`config.mk`:
```
export PLATFORM = sky130hd
export DESIGN_NAME = int_controller
export DESIGN_NICKNAME = d
export VERILOG_FILES = /design/src/rtl/int_controller.sv
export SDC_FILE = /design/constraint.sdc
export NUM_CORES = 1
export LEC_CHECK = 0
export BUFFER_PORTS_ARGS = -buffer_cell sky130_fd_sc_hd__buf_2
export CORE_UTILIZATION = 59
export DETAILED_ROUTE_END_ITERATION = 10
export HOLD_SLACK_MARGIN = 0.12
export PLACE_DENSITY = 0.86
export SLEW_MARGIN = 20
export SYNTH_ARGS = -nofsm -noshare
export SYNTH_HDL_FRONTEND = slang
export SYNTH_SLANG_ARGS = --single-unit
export TNS_END_PERCENT = 30
```
`constraint.sdc`:
```
create_clock -name clk -period 5.4 [get_ports clk]
set_input_delay 0.54 -clock clk [delete_from_list [all_inputs] [get_ports clk]]
set_output_delay 0.54 -clock clk [all_outputs]
set_load 0.01 [all_outputs]
```
`src/rtl/int_controller.sv`:
```
// int_controller: 16-line prioritised interrupt controller with mask, pending,
// edge/level selection and an IDLE/REQ/SERVICE handshake with the CPU.
module int_controller #(
   parameter logic [15:0] VECTOR_BASE = 16'h0000
) (
   input  logic        clk,
   input  logic        rst,
   input  logic [15:0] irq_in,
   input  logic        write,
   input  logic        read,
   input  logic [1:0]  sel,
   input  logic [15:0] wr_data,
   output logic [15:0] rd_data,
   input  logic        ack,
   input  logic        eoi,
   output logic        interrupt,
   output logic [15:0] int_addr,
   output logic        in_service
);
   typedef enum logic [1:0] {IDLE, REQ, SERVICE} state_t;
   state_t      r_state, w_next;
   logic [15:0] r_irq_q, r_mask, r_pending, r_edge;
   logic [15:0] w_active, w_set, w_clr;
   logic [3:0]  r_vec, w_low;
   logic        w_take;
   assign w_active = r_pending & r_mask;
   assign w_set    = irq_in & (~r_edge | ~r_irq_q);
   assign w_take   = (r_state == REQ) && ack;
   assign w_clr    = ((write && sel == 2'd1) ? wr_data : 16'h0000) | (w_take ? 16'h0001 << r_vec : 16'h0000);
   // Scan high to low so the lowest active index ends up winning.
   always_comb begin
      w_low = 4'd0;
      for (int i = 15; i >= 0; i--)
         if (w_active[i]) w_low = 4'(i);
   end
   always_ff @(posedge clk or posedge rst) begin
      if (rst) begin
         r_irq_q   <= '0;
         r_mask    <= '0;
         r_pending <= '0;
         r_edge    <= '0;
      end else begin
         r_irq_q   <= irq_in;
         r_pending <= (r_pending & ~w_clr) | w_set;
         if (write && sel == 2'd0) r_mask <= wr_data;
         if (write && sel == 2'd3) r_edge <= wr_data;
      end
   end
   always_ff @(posedge clk or posedge rst) begin
      if (rst) begin
         r_state <= IDLE;
         r_vec   <= '0;
      end else begin
         r_state <= w_next;
         if (r_state == IDLE && |w_active) r_vec <= w_low;
      end
   end
   always_comb begin
      w_next = r_state;
      unique case (r_state)
         IDLE:    w_next = |w_active ? REQ : IDLE;
         REQ:     w_next = ack ? SERVICE : (w_active[r_vec] ? REQ : IDLE);
         SERVICE: w_next = eoi ? IDLE : SERVICE;
         default: w_next = IDLE;
      endcase
   end
   always_comb begin
      interrupt  = r_state == REQ;
      in_service = r_state == SERVICE;
      int_addr   = interrupt ? VECTOR_BASE + {12'h000, r_vec} : 16'h0000;
      rd_data    = !read ? 16'h0000 :
                   sel == 2'd0 ? r_mask :
                   sel == 2'd1 ? r_pending :
                   sel == 2'd2 ? {interrupt, in_service, 10'b0, r_vec} : r_edge;
   end
endmodule

```
==> summary by stage <==
Logic synthesis
Synthesis instantiated 44 different standard cells from the library. The synthesized netlist occupies a cell area of about 3700 µm². The flip-flop and latch count after synthesis is 70. Summing the sequential cell areas from Yosys gives between 40% and 50% of the chip area. The area share of the largest cell type after synthesis is ~48%.

By area the synthesized netlist is led by dfrtp_1, mux2_2, nand2_1. In the synthesized netlist, the number of instances is roughly 330. During synthesis, Yosys emitted a total of 0 warnings. The average instance in the mapped netlist occupies approximately 11 µm².

The top cell type by total area after synthesis is dfrtp_1.

Floorplanning
Once the floorplan was initialized, standard cells occupied 61.8% of the core. The die width is between 80 and 90 µm. After floorplanning, the core was divided into 28 placement rows.

The number of top-level pins is between 70 and 80. The height of the die is between 80 and 90 µm. The die covers around 6600 µm².

The core region is 5960 µm².

Layout
The repair_antennas step left the layout with diodes totalling 0. Once layout is complete, the cells apart from fillers number 470. The ratio of cells with drive above 1 in the final layout is roughly 34%. The area growth from synthesis to layout is 13.6%. The post-layout utilization of the core is 70.3%. The number of nets in the finished design is between 400 and 500.

Power and ir drop
The clock share of power is between 20% and 30%. The design internal power is 1.08 mW. In this run the static leakage power is between 1.5 and 2 nW.

Dividing total power by cell area gives a power density of approximately 400 nW/µm². In this run the power spent charging and discharging nets is between 500 and 600 µW. The relative contribution of sequential cells to total power is between 40% and 50%. The worst-case IR drop observed on VDD is between 0.2 and 0.25 mV. The switching power as a share of total power is 35.0%. The part of the power in combinational logic is ~29%.

Place
The final weighted congestion in routability-driven placement is 0.872. The post-detailed-placement half-perimeter wirelength is between 5 and 6 mm. The placed cell count is roughly 450. Timing analysis after detailed placement gives a worst setup slack of roughly 2.8 ns. During placement, the flow inserted port buffers numbering approximately 60.

Drt
The initial DRC count is between 200 and 250. In the final routed layout, each cell accounts on average for approximately 19 µm. The total number of vias is between 2,000 and 3,000. The number of antenna-violating nets in the routed design is 0. The number of detailed-routing iterations run before antenna repair is 5.

The routed via count divided by cell count is between 6 and 7. The routed design has a little under 9 mm of wire. The DRC violation count after routing is 0.

Critical path
The start of the worst register-to-register path is r_state[0]$_DFF_PP0_. Traced cell by cell, the critical path runs through buf_2, and2_1, nand2_1, o21ai_0, and2_1, buf_2. The delay of the slowest cell on the worst path is around 0.48 ns. Of all nets on the critical path, the largest fanout is 19. The number of buffer and inverter stages on the critical path is 2.

The data required time of the critical path is about 4.9 ns. The capturing point of the worst reg2reg path is r_pending[7]$_DFF_PP0_. The gate family responsible for the most delay along the worst path is simple AND/OR/NAND/NOR gates. The worst setup path is launched from an input pin. The worst setup path is captured at a primary output.

The arrival time reported for the critical path endpoint is approximately 2 ns. The startpoint-to-endpoint class of the critical path is input pin to primary output. On the critical path, the stage with the largest delay is an instance of and2_1.

The setup check on the worst reg-to-reg path leaves a slack of ~3.4 ns. The worst register-to-register path has a depth of 5.

Timing
The actual transition at the worst max-transition pin is 0.861 ns. The final hold violation count is 0. The clock period could shrink to between 2 and 2.5 ns. Summed over all failing endpoints, the final setup total negative slack is 0 ns. Setup repair after global routing left no endpoint under its margin. On the final layout, the worst clock skew is about 0.014 ns. Based on the critical path, the design can be clocked at up to about 0.40 GHz.

The final number of setup-violating endpoints is 0. The final number of max-transition violations is 0. The share of the clock period used by the worst path after layout is approximately 46%. The worst pin sits at a relative slew slack of 42.6%. Setup slack on the critical path of the routed design comes to 2.91 ns.

Clocking
The number of H-tree branching levels is 3. The deepest clock path buffer count is 2. The number of buffers created by CTS is 9. The number of setup buffers added after CTS is 0. The clock transition at the register clock pins on the worst setup and hold paths after CTS is approximately 0.080 ns. The count of clock tree sinks is 70. TritonCTS built the clock tree. The number of gates resized after CTS was 0.

The tree is rooted in a clkbuf_8. The later pin in the worst-skew pair is clocked with a latency of about 0.36 ns. For this design, the CTS-stage hold fixing added 0 buffers.

Global route
The via count of the first global-routing pass is 2,761. Summed over all layers, the global routing overflow is 0. Global routing used between 20% and 30% of the available tracks across all layers. Entering global routing, the biggest net connects 71 pins.

The initial antenna violation count came to 0. The global-route wire length before repair is 13.8 mm.

Run status
The run finished with clean final reports.

Run
The number of max-capacitance violations reported is 0.

Worst hold path
The beginning of the worst hold path is irq_in[15]. The path with the worst hold slack has its endpoint at r_irq_q[15]$_DFF_PP0_. Along the worst hold path, the cell count comes to 1. The path category of the worst min-delay check is input pin to flip-flop.
cells by family (layout without fill, tap and decap cells):
group | Yosys count | in the layout | synth area share (%)
and+or+nand+nor | 129 | 129 | 17.7
DFF | 70 | 70 | 47.6
AOI/OAI and AO/OA | 51 | 51 | 11.7
muxes | 51 | 51 | 18.2
buffers and inverters | 30 | 82 | 4.72
other | 1 | 12 | 0.102
layer usage:
layer	wire length, µm	up-vias	track usage, %
met4	204	0	10.2
li1	-	1294	-
met1	3680	1381	37.6
met5	0	-	0
met2	4180	165	46.6
met3	752	23	7.30
cell usage in the layout (no fill, tap or decap), drive strengths merged, types with 4 or more instances in the layout:
cell type	count
nand2	76
dfrtp	70
buf	63
mux2	32
and2	23
a32o	17
o21ai	12
conb	12
clkbuf	11
mux2i	10
mux4	9
nand3	8
nor2	5
nor3	5
a22o	5
o211ai	4
nor2b	4
power groups by stage:
stage	clock [mW]	combinational, mW	sequential, mW
finish	0.438	0.480	0.751
global route	0.462	0.521	0.758
CTS	0.444	0.475	0.743
detailed placement	0	0.468	0.750
global placement	0	0.457	0.742
floorplan	0	0.391	0.685
synth_stat cells (all sizes together):
library cell / count
nand4b: 1
o41ai: 1
o32a: 1
clkbuf: 6
mux4: 9
and3b: 1
mux2i: 10
o21ai: 12
a32o: 17
and4: 1
nor2: 5
buf: 21
mux2: 32
dfrtp: 70
a31oi: 1
a22o: 5
nand4: 1
and2: 23
nor2b: 4
nor3: 5
nand3: 8
o211ai: 4
a311o: 1
a21oi: 3
a22oi: 2
conb: 1
nor3b: 1
and3: 1
o31a: 1
nand2: 76
o211a: 1
a21boi: 1
a211oi: 1
nor4b: 1
nand2b: 1
inv: 3
registers in the layout (all words and copies together), names as in the netlist:
signal / cells
r_edge: 16
r_irq_q: 16
r_mask: 16
r_pending: 16
r_state: 2
r_vec: 4
cell type report:
| type | instances | area [µm²] |
|---|---|---|
| Clock buffer | 11 | 151 |
| Clock inverter | 5 | 57.6 |
| Fill cell | 429 | 1770 |
| Inverter | 3 | 11.3 |
| Multi-Input combinational cell | 243 | 1800 |
| Sequential cell | 70 | 1750 |
| Tap cell | 75 | 93.8 |
| Timing Repair Buffer | 63 | 320 |
worst max path at each step:
stage                      start               endpoint  slack (ns)  cells after the start
after CTS                 sel[0]             rd_data[0]        2.93                      4
final                     sel[0]             rd_data[9]        2.91                      6
after detailed placement  sel[0]  r_edge[2]$_DFFE_PP0P_        2.80                      4
after floorplan              rst  r_edge[0]$_DFFE_PP0P_        3.09                      1
after global routing      sel[0]             rd_data[7]        2.78                      6
after global placement    sel[0]  r_edge[0]$_DFFE_PP0P_        2.84                      4
metrics by stage:
step	power [mW]	hold slack (ns)	cell area, µm²
after global placement	1.20	0.513	3980
after floorplan	1.08	0.494	3720
after global routing	1.74	0.295	4190
after CTS	1.66	0.294	4190
final	1.67	0.298	4190
after detailed placement	1.22	0.526	3980
Power figures use the tool's default switching activity.
